$ cat src/rtl/sd_cmd_responder.sv
// SD-card SPI-mode command responder: decodes frames from SpiReceiver, tracks init state, shifts R1/R7 out on SPI_DO.
// Optional debug ports io___state/io___counter/io___buffer are enabled with `define SD_RESP_DEBUG_EN.
//
// state  | meaning
// IDLE   | waiting for a frame with CS low
// DECODE | one cycle: update card state, build response, load shifter
// NCR    | holding DO=1 for NCR_BYTES*8 falling-edge slots
// SEND   | shifting the response MSB-first on SPI_CLK falling edges
module sd_cmd_responder #(
    parameter int NCR_BYTES    = 1,
    parameter int INIT_RETRIES = 2,
    parameter int MAX_BLOCKLEN = 512
) (
    input  logic        clock,
    input  logic        reset,
    input  logic        io_SPI_CLK,
    input  logic        io_SPI_CS,
    input  logic        io_ArgumentReadFinished,
    input  logic        io_ReadSuccess,
    input  logic [5:0]  io_Command,
    input  logic [31:0] io_CommandArgument,
    output logic        io_SPI_DO,
    output logic        io_Busy,
    output logic        io_InIdle,
    output logic        io_AppCmd,
    output logic [9:0]  io_BlockLen,
    output logic        io_Overrun
`ifdef SD_RESP_DEBUG_EN
    ,
    output logic [2:0]  io___state,
    output logic [2:0]  io___counter,
    output logic [7:0]  io___buffer
`endif
);

    typedef enum logic [2:0] {
        ST_IDLE   = 3'd0,
        ST_DECODE = 3'd1,
        ST_NCR    = 3'd2,
        ST_SEND   = 3'd3
    } state_t;

    localparam logic [3:0] LP_RETRIES  = 4'(INIT_RETRIES);
    localparam logic [2:0] LP_NCR_LAST = 3'(NCR_BYTES - 1);

    state_t      r_state;
    logic        r_clk_prev;
    logic        r_arf_prev;
    logic [5:0]  r_cmd;
    logic [31:0] r_arg;
    logic        r_ok;
    logic        r_do;
    logic        r_busy;
    logic        r_idle;
    logic        r_app;
    logic [9:0]  r_blocklen;
    logic        r_overrun;
    logic [3:0]  r_retry;
    logic [39:0] r_shift;
    logic [2:0]  r_byte_cnt;
    logic [2:0]  r_bit_cnt;
    logic [2:0]  r_last_byte;

    logic        w_fall;
    logic        w_frame;
    logic        w_abort;
    logic [7:0]  w_r1;
    logic        w_is_r7;
    logic        w_idle_n;
    logic        w_app_n;
    logic [3:0]  w_retry_n;
    logic [9:0]  w_blen_n;
    logic [39:0] w_resp;

    assign w_fall  = r_clk_prev & ~io_SPI_CLK;
    assign w_frame = ~r_arf_prev & io_ArgumentReadFinished;
    assign w_abort = io_SPI_CS;

    always_comb begin
        w_r1      = 8'h00;
        w_is_r7   = 1'b0;
        w_idle_n  = r_idle;
        w_app_n   = 1'b0;
        w_retry_n = r_retry;
        w_blen_n  = r_blocklen;
        if (!r_ok) begin
            w_r1 = {4'b0000, 1'b1, 2'b00, r_idle};
        end else begin
            case (r_cmd)
                6'd0: begin
                    w_idle_n  = 1'b1;
                    w_retry_n = 4'd0;
                    w_r1      = 8'h01;
                end
                6'd8: begin
                    w_is_r7 = 1'b1;
                    w_r1    = {7'b0, r_idle};
                end
                6'd55: begin
                    w_app_n = 1'b1;
                    w_r1    = {7'b0, r_idle};
                end
                6'd41: begin
                    if (r_app) begin
                        w_retry_n = (r_retry == LP_RETRIES) ? r_retry : r_retry + 4'd1;
                        if (w_retry_n == LP_RETRIES) begin
                            w_idle_n = 1'b0;
                        end
                        w_r1 = {7'b0, w_idle_n};
                    end else begin
                        w_r1 = {5'b00000, 1'b1, 1'b0, r_idle};
                    end
                end
                6'd16: begin
                    if (r_arg >= 32'd1 && r_arg <= 32'(MAX_BLOCKLEN)) begin
                        w_blen_n = r_arg[9:0];
                        w_r1     = {7'b0, r_idle};
                    end else begin
                        w_r1 = {1'b0, 1'b1, 5'b00000, r_idle};
                    end
                end
                default: begin
                    w_r1 = {5'b00000, 1'b1, 1'b0, r_idle};
                end
            endcase
        end
        // R1 is left-aligned so the shifter always emits from bit 39
        w_resp = w_is_r7 ? {w_r1, 16'h0000, 4'h0, r_arg[11:8], r_arg[7:0]}
                         : {w_r1, 32'hFFFF_FFFF};
    end

    always_ff @(posedge clock or posedge reset) begin
        if (reset) begin
            r_state     <= ST_IDLE;
            r_clk_prev  <= 1'b0;
            r_arf_prev  <= 1'b0;
            r_cmd       <= 6'd0;
            r_arg       <= 32'd0;
            r_ok        <= 1'b0;
            r_do        <= 1'b1;
            r_busy      <= 1'b0;
            r_idle      <= 1'b1;
            r_app       <= 1'b0;
            r_blocklen  <= 10'd512;
            r_overrun   <= 1'b0;
            r_retry     <= 4'd0;
            r_shift     <= '1;
            r_byte_cnt  <= 3'd0;
            r_bit_cnt   <= 3'd0;
            r_last_byte <= 3'd0;
        end else begin
            r_clk_prev <= io_SPI_CLK;
            r_arf_prev <= io_ArgumentReadFinished;
            r_overrun  <= w_frame & r_busy;
            case (r_state)
                ST_IDLE: begin
                    r_do <= 1'b1;
                    if (w_frame && !io_SPI_CS) begin
                        r_cmd   <= io_Command;
                        r_arg   <= io_CommandArgument;
                        r_ok    <= io_ReadSuccess;
                        r_state <= ST_DECODE;
                    end
                end
                ST_DECODE: begin
                    r_idle      <= w_idle_n;
                    r_app       <= w_app_n;
                    r_retry     <= w_retry_n;
                    r_blocklen  <= w_blen_n;
                    r_shift     <= w_resp;
                    r_last_byte <= w_is_r7 ? 3'd4 : 3'd0;
                    r_busy      <= 1'b1;
                    r_do        <= 1'b1;
                    r_byte_cnt  <= 3'd0;
                    // a falling edge here already closes the first NCR slot
                    r_bit_cnt   <= w_fall ? 3'd1 : 3'd0;
                    r_state     <= ST_NCR;
                end
                ST_NCR: begin
                    if (w_abort) begin
                        r_do    <= 1'b1;
                        r_busy  <= 1'b0;
                        r_state <= ST_IDLE;
                    end else if (w_fall) begin
                        if (r_bit_cnt == 3'd7 && r_byte_cnt == LP_NCR_LAST) begin
                            r_do       <= r_shift[39];
                            r_shift    <= {r_shift[38:0], 1'b1};
                            r_bit_cnt  <= 3'd0;
                            r_byte_cnt <= 3'd0;
                            r_state    <= ST_SEND;
                        end else if (r_bit_cnt == 3'd7) begin
                            r_bit_cnt  <= 3'd0;
                            r_byte_cnt <= r_byte_cnt + 3'd1;
                        end else begin
                            r_bit_cnt <= r_bit_cnt + 3'd1;
                        end
                    end
                end
                ST_SEND: begin
                    if (w_abort) begin
                        r_do    <= 1'b1;
                        r_busy  <= 1'b0;
                        r_state <= ST_IDLE;
                    end else if (w_fall) begin
                        if (r_bit_cnt == 3'd7 && r_byte_cnt == r_last_byte) begin
                            r_do    <= 1'b1;
                            r_busy  <= 1'b0;
                            r_state <= ST_IDLE;
                        end else begin
                            r_do    <= r_shift[39];
                            r_shift <= {r_shift[38:0], 1'b1};
                            if (r_bit_cnt == 3'd7) begin
                                r_bit_cnt  <= 3'd0;
                                r_byte_cnt <= r_byte_cnt + 3'd1;
                            end else begin
                                r_bit_cnt <= r_bit_cnt + 3'd1;
                            end
                        end
                    end
                end
                default: begin
                    r_do    <= 1'b1;
                    r_busy  <= 1'b0;
                    r_state <= ST_IDLE;
                end
            endcase
        end
    end

    assign io_SPI_DO   = r_do;
    assign io_Busy     = r_busy;
    assign io_InIdle   = r_idle;
    assign io_AppCmd   = r_app;
    assign io_BlockLen = r_blocklen;
    assign io_Overrun  = r_overrun;

`ifdef SD_RESP_DEBUG_EN
    assign io___state   = r_state;
    assign io___counter = r_bit_cnt;
    assign io___buffer  = r_shift[39:32];
`endif

endmodule

$ cat config.mk
export PLATFORM = sky130hd
export DESIGN_NAME = sd_cmd_responder
export DESIGN_NICKNAME = d
export VERILOG_FILES = /design/src/rtl/sd_cmd_responder.sv
export SDC_FILE = /design/constraint.sdc
export NUM_CORES = 1
export LEC_CHECK = 0
export ABC_AREA = 1
export CORE_MARGIN = 4
export CORE_UTILIZATION = 50
export DETAILED_ROUTE_END_ITERATION = 10
export PLACE_DENSITY = 0.75
export SLEW_MARGIN = 20
export SYNTH_ARGS = -nofsm -noshare
export SYNTH_HDL_FRONTEND = slang
export SYNTH_SLANG_ARGS = --single-unit
$ cat constraint.sdc
create_clock -name clock -period 3 [get_ports clock]
set_input_delay 0.3 -clock clock [delete_from_list [all_inputs] [get_ports clock]]
set_output_delay 0.3 -clock clock [all_outputs]
set_load 0.02 [all_outputs]
==> flow_metrics.env <==
export IMPL_rows=36
export IMPL_max_cap_viol_count=0
export IMPL_drive_gt1_share_pct=19.7
export IMPL_crit_end="io_BlockLen[8]$_DFFE_PP0P_"
export IMPL_hold_violations=0
export IMPL_final_nets=630
export IMPL_grt_use_total_pct=18.1
export IMPL_antenna_cells=0
export IMPL_seq_area_frac_synth_pct=55.0
export IMPL_critPathRequiredTime_ps=3270
export IMPL_area_growth_pct=16.6
export IMPL_synthesis_nets=581
export IMPL_routed_wl_um=9880
export IMPL_cp_start_kind="register"
export IMPL_grt_max_degree=73
export IMPL_grt_pass1_vias=3647
export IMPL_end_kind="register"
export IMPL_finalSetupViolCount=0
export IMPL_synthCells=531
export IMPL_status="completed"
export IMPL_slew_limit_headroom_pct=42.1
export IMPL_tightest_slew_ps=869
export IMPL_mostFrequentLayoutCells="nand2_1, dfrtp_1, o21ai_0, clkdlybuf4s50_1"
export IMPL_ctsRootBufferMaster="clkbuf_8"
export IMPL_numCtsBuffers=9
export IMPL_finClkSkew_ps=7.35
export IMPL_grt_first_pass_wirelength_um=17000
export IMPL_avgSynthCellArea_um2=9.53
export IMPL_p_leak_nw=2.64
export IMPL_ant_nets=0
export IMPL_clock_path_buffers=2
export IMPL_numClockSinks=109
export IMPL_drc=0
export IMPL_viasPerCell=5.21
export IMPL_grt_setup_unrepaired="no"
export IMPL_clk_insertion_delay_late_ps=370
export IMPL_die_x_um=109
export IMPL_ys_ff_latch=109
export IMPL_die_h_um=109
export IMPL_core_area_um2=9820
export IMPL_final_common_cell="nand2_1"
export IMPL_h_tree_depth=3
export IMPL_tns_ps=0
export IMPL_r2r_cells=8
export IMPL_cts_tree="yes"
export IMPL_synth_cell_area_um2=5060
export IMPL_num_vias=3742
export IMPL_dpl_hpwl_um=7010
export IMPL_dr_pass1_iters=4
export IMPL_dieArea_um2=11800
export IMPL_crit_fanout=38
export IMPL_r2r_slack_ps=800
export IMPL_hold_class="input pin to asynchronous set/reset pin"
export IMPL_yosys_warnings=0
export IMPL_post_cts_buffers=0
export IMPL_power_total_w=0.00529
export IMPL_r2r_start="r_state[1]$_DFFE_PP0P_"
export IMPL_synth_cell_types=38
export IMPL_clk_pin_slew_ps=90
export IMPL_place_gp_congestion=0.812
export IMPL_cts_resized=0
export IMPL_min_period_ps=2200
export IMPL_powerDensity_nw_per_um2=896
export IMPL_rr_endpoint="io_BlockLen[8]$_DFFE_PP0P_"
export IMPL_grt_remaining_overflow=0
export IMPL_wl_per_cell_um=13.8
export IMPL_io_pins=59
export IMPL_critPathKind="register to register"
export IMPL_period_share_pct=73.2
export IMPL_drt_iter0_drc=214
export IMPL_slew_violations=0
export IMPL_io_buffers=58
export IMPL_antenna_found_initial=0
export IMPL_start_util_pct=51.5
export IMPL_startpoint="r_state[1]$_DFFE_PP0P_"
export IMPL_crit_arrival_ps=2460
export IMPL_fmaxAchievable_mhz=456
export IMPL_ir_drop_mv=0.490
export IMPL_cts_hold_buf=0
-- flip-flops by register name, summed over array words and instances (netlist names) --
| signal | cells |
|---|---|
| r_arg | 32 |
| r_last_byte | 1 |
| r_shift | 40 |
| io_SPI_DO | 1 |
| io_Busy | 1 |
| r_bit_cnt | 3 |
| r_arf_prev | 1 |
| io_InIdle | 1 |
| r_cmd | 6 |
| io_Overrun | 1 |
| r_byte_cnt | 3 |
| r_state | 2 |
| io_AppCmd | 1 |
| r_retry | 4 |
| io_BlockLen | 10 |
| r_clk_prev | 1 |
| r_ok | 1 |
-- routing by layer --
layer	part of all wire (%)	routed length (um)	GRT usage, %	vias to the layer above
met4	1.6	161	7.66	0
li1	-	-	-	1857
met5	0	0	0	-
met1	46	4520	24.1	1797
met2	48	4730	28.9	76
met3	4.7	468	3.70	12
-- cells in the mapped netlist --
cell type,n,area share [%]
mux2_2,34,7.6
nor3_1,5,0.49
buf_6,7,1.6
o31ai_4,1,0.42
nor2_1,43,3.2
inv_2,1,0.074
o31ai_1,1,0.15
o2111ai_1,1,0.17
nand4_1,14,1.7
xnor2_1,1,0.17
dfstp_2,43,22
nor2_2,2,0.25
o22ai_1,14,1.7
and2_1,1,0.12
nand3_2,3,0.59
a31oi_1,1,0.12
and2_0,1,0.12
nand2_1,122,9.1
o21ai_0,62,6.1
dfrtp_1,66,33
inv_4,1,0.12
nor4_1,1,0.12
nor3b_1,1,0.15
clkbuf_1,10,0.74
o21ai_2,6,1.0
nand3_1,16,1.6
a21boi_1,1,0.15
nand3b_1,1,0.15
buf_4,2,0.30
ha_1,6,1.5
o211ai_1,1,0.15
o21a_1,1,0.15
a21oi_1,9,0.89
o21ai_1,5,0.49
nand2_4,1,0.22
inv_1,38,2.8
or2_0,1,0.12
buf_2,7,0.69
-- critical path, cell delays in order (launching register included) --
cell	delay, ps
dfrtp_1	530
inv_4	350
nand2_4	130
nor2_2	140
inv_2	70
nor2_2	410
nand3_2	280
nand2_1	140
nand2_1	50
-- stage by stage --
stage	instances	cell area [um2]	util (%)	setup slack (ps)	hold WS, ps
floorplan	531	5060	-	1340	331
global placement	702	5700	58.1	812	429
detailed placement	702	5700	58.1	759	419
CTS	718	5900	60.1	816	384
global route	718	5900	60.1	595	389
finish	718	5900	60.1	805	397
-- kinds of logic (layout without fill, tap and decap cells) --
group,after synthesis,after routing,share of synthesized area (%)
flip-flops,109,109,55.0
adder cells (fa/ha/maj),6,6,1.48
XOR/XNOR,1,1,0.173
AO/OA/AOI/OAI,103,103,11.6
multiplexers,34,34,7.57
buffers and inverters,66,120,6.31
AND/OR/NAND/NOR,212,212,17.9
-- final cells by class --
cell class,count,area (um2)
Clock buffer,13,179
Clock inverter,3,17.5
Fill cell,877,3920
Inverter,40,156
Multi-Input combinational cell,356,1960
Sequential cell,109,2780
Tap cell,133,166
Timing Repair Buffer,64,638
-- power by group --
| part | total (W) | internal [W] | switching [W] |
|---|---|---|---|
| logic | 0.00174 | 0.000757 | 0.000985 |
| registers | 0.00268 | 0.00227 | 0.000409 |
| clock network | 0.000863 | 0.000391 | 0.000472 |
-- worst min path at each step --
stage | from | end | slack (ps) | cells past startpoint
2_1_floorplan | io_ArgumentReadFinished | r_arf_prev$_DFF_PP0_ | 330 | 0
3_3_place_gp | r_arf_prev$_DFF_PP0_ | io_Overrun$_DFF_PP0_ | 430 | 1
3_5_place_dp | r_arf_prev$_DFF_PP0_ | io_Overrun$_DFF_PP0_ | 420 | 1
4_1_cts | io_SPI_CLK | r_clk_prev$_DFF_PP0_ | 380 | 1
5_1_grt | io_SPI_CLK | r_clk_prev$_DFF_PP0_ | 390 | 1
6_report | reset | r_retry[0]$_DFFE_PP0P_ | 400 | 3
Power figures use the tool's default switching activity.
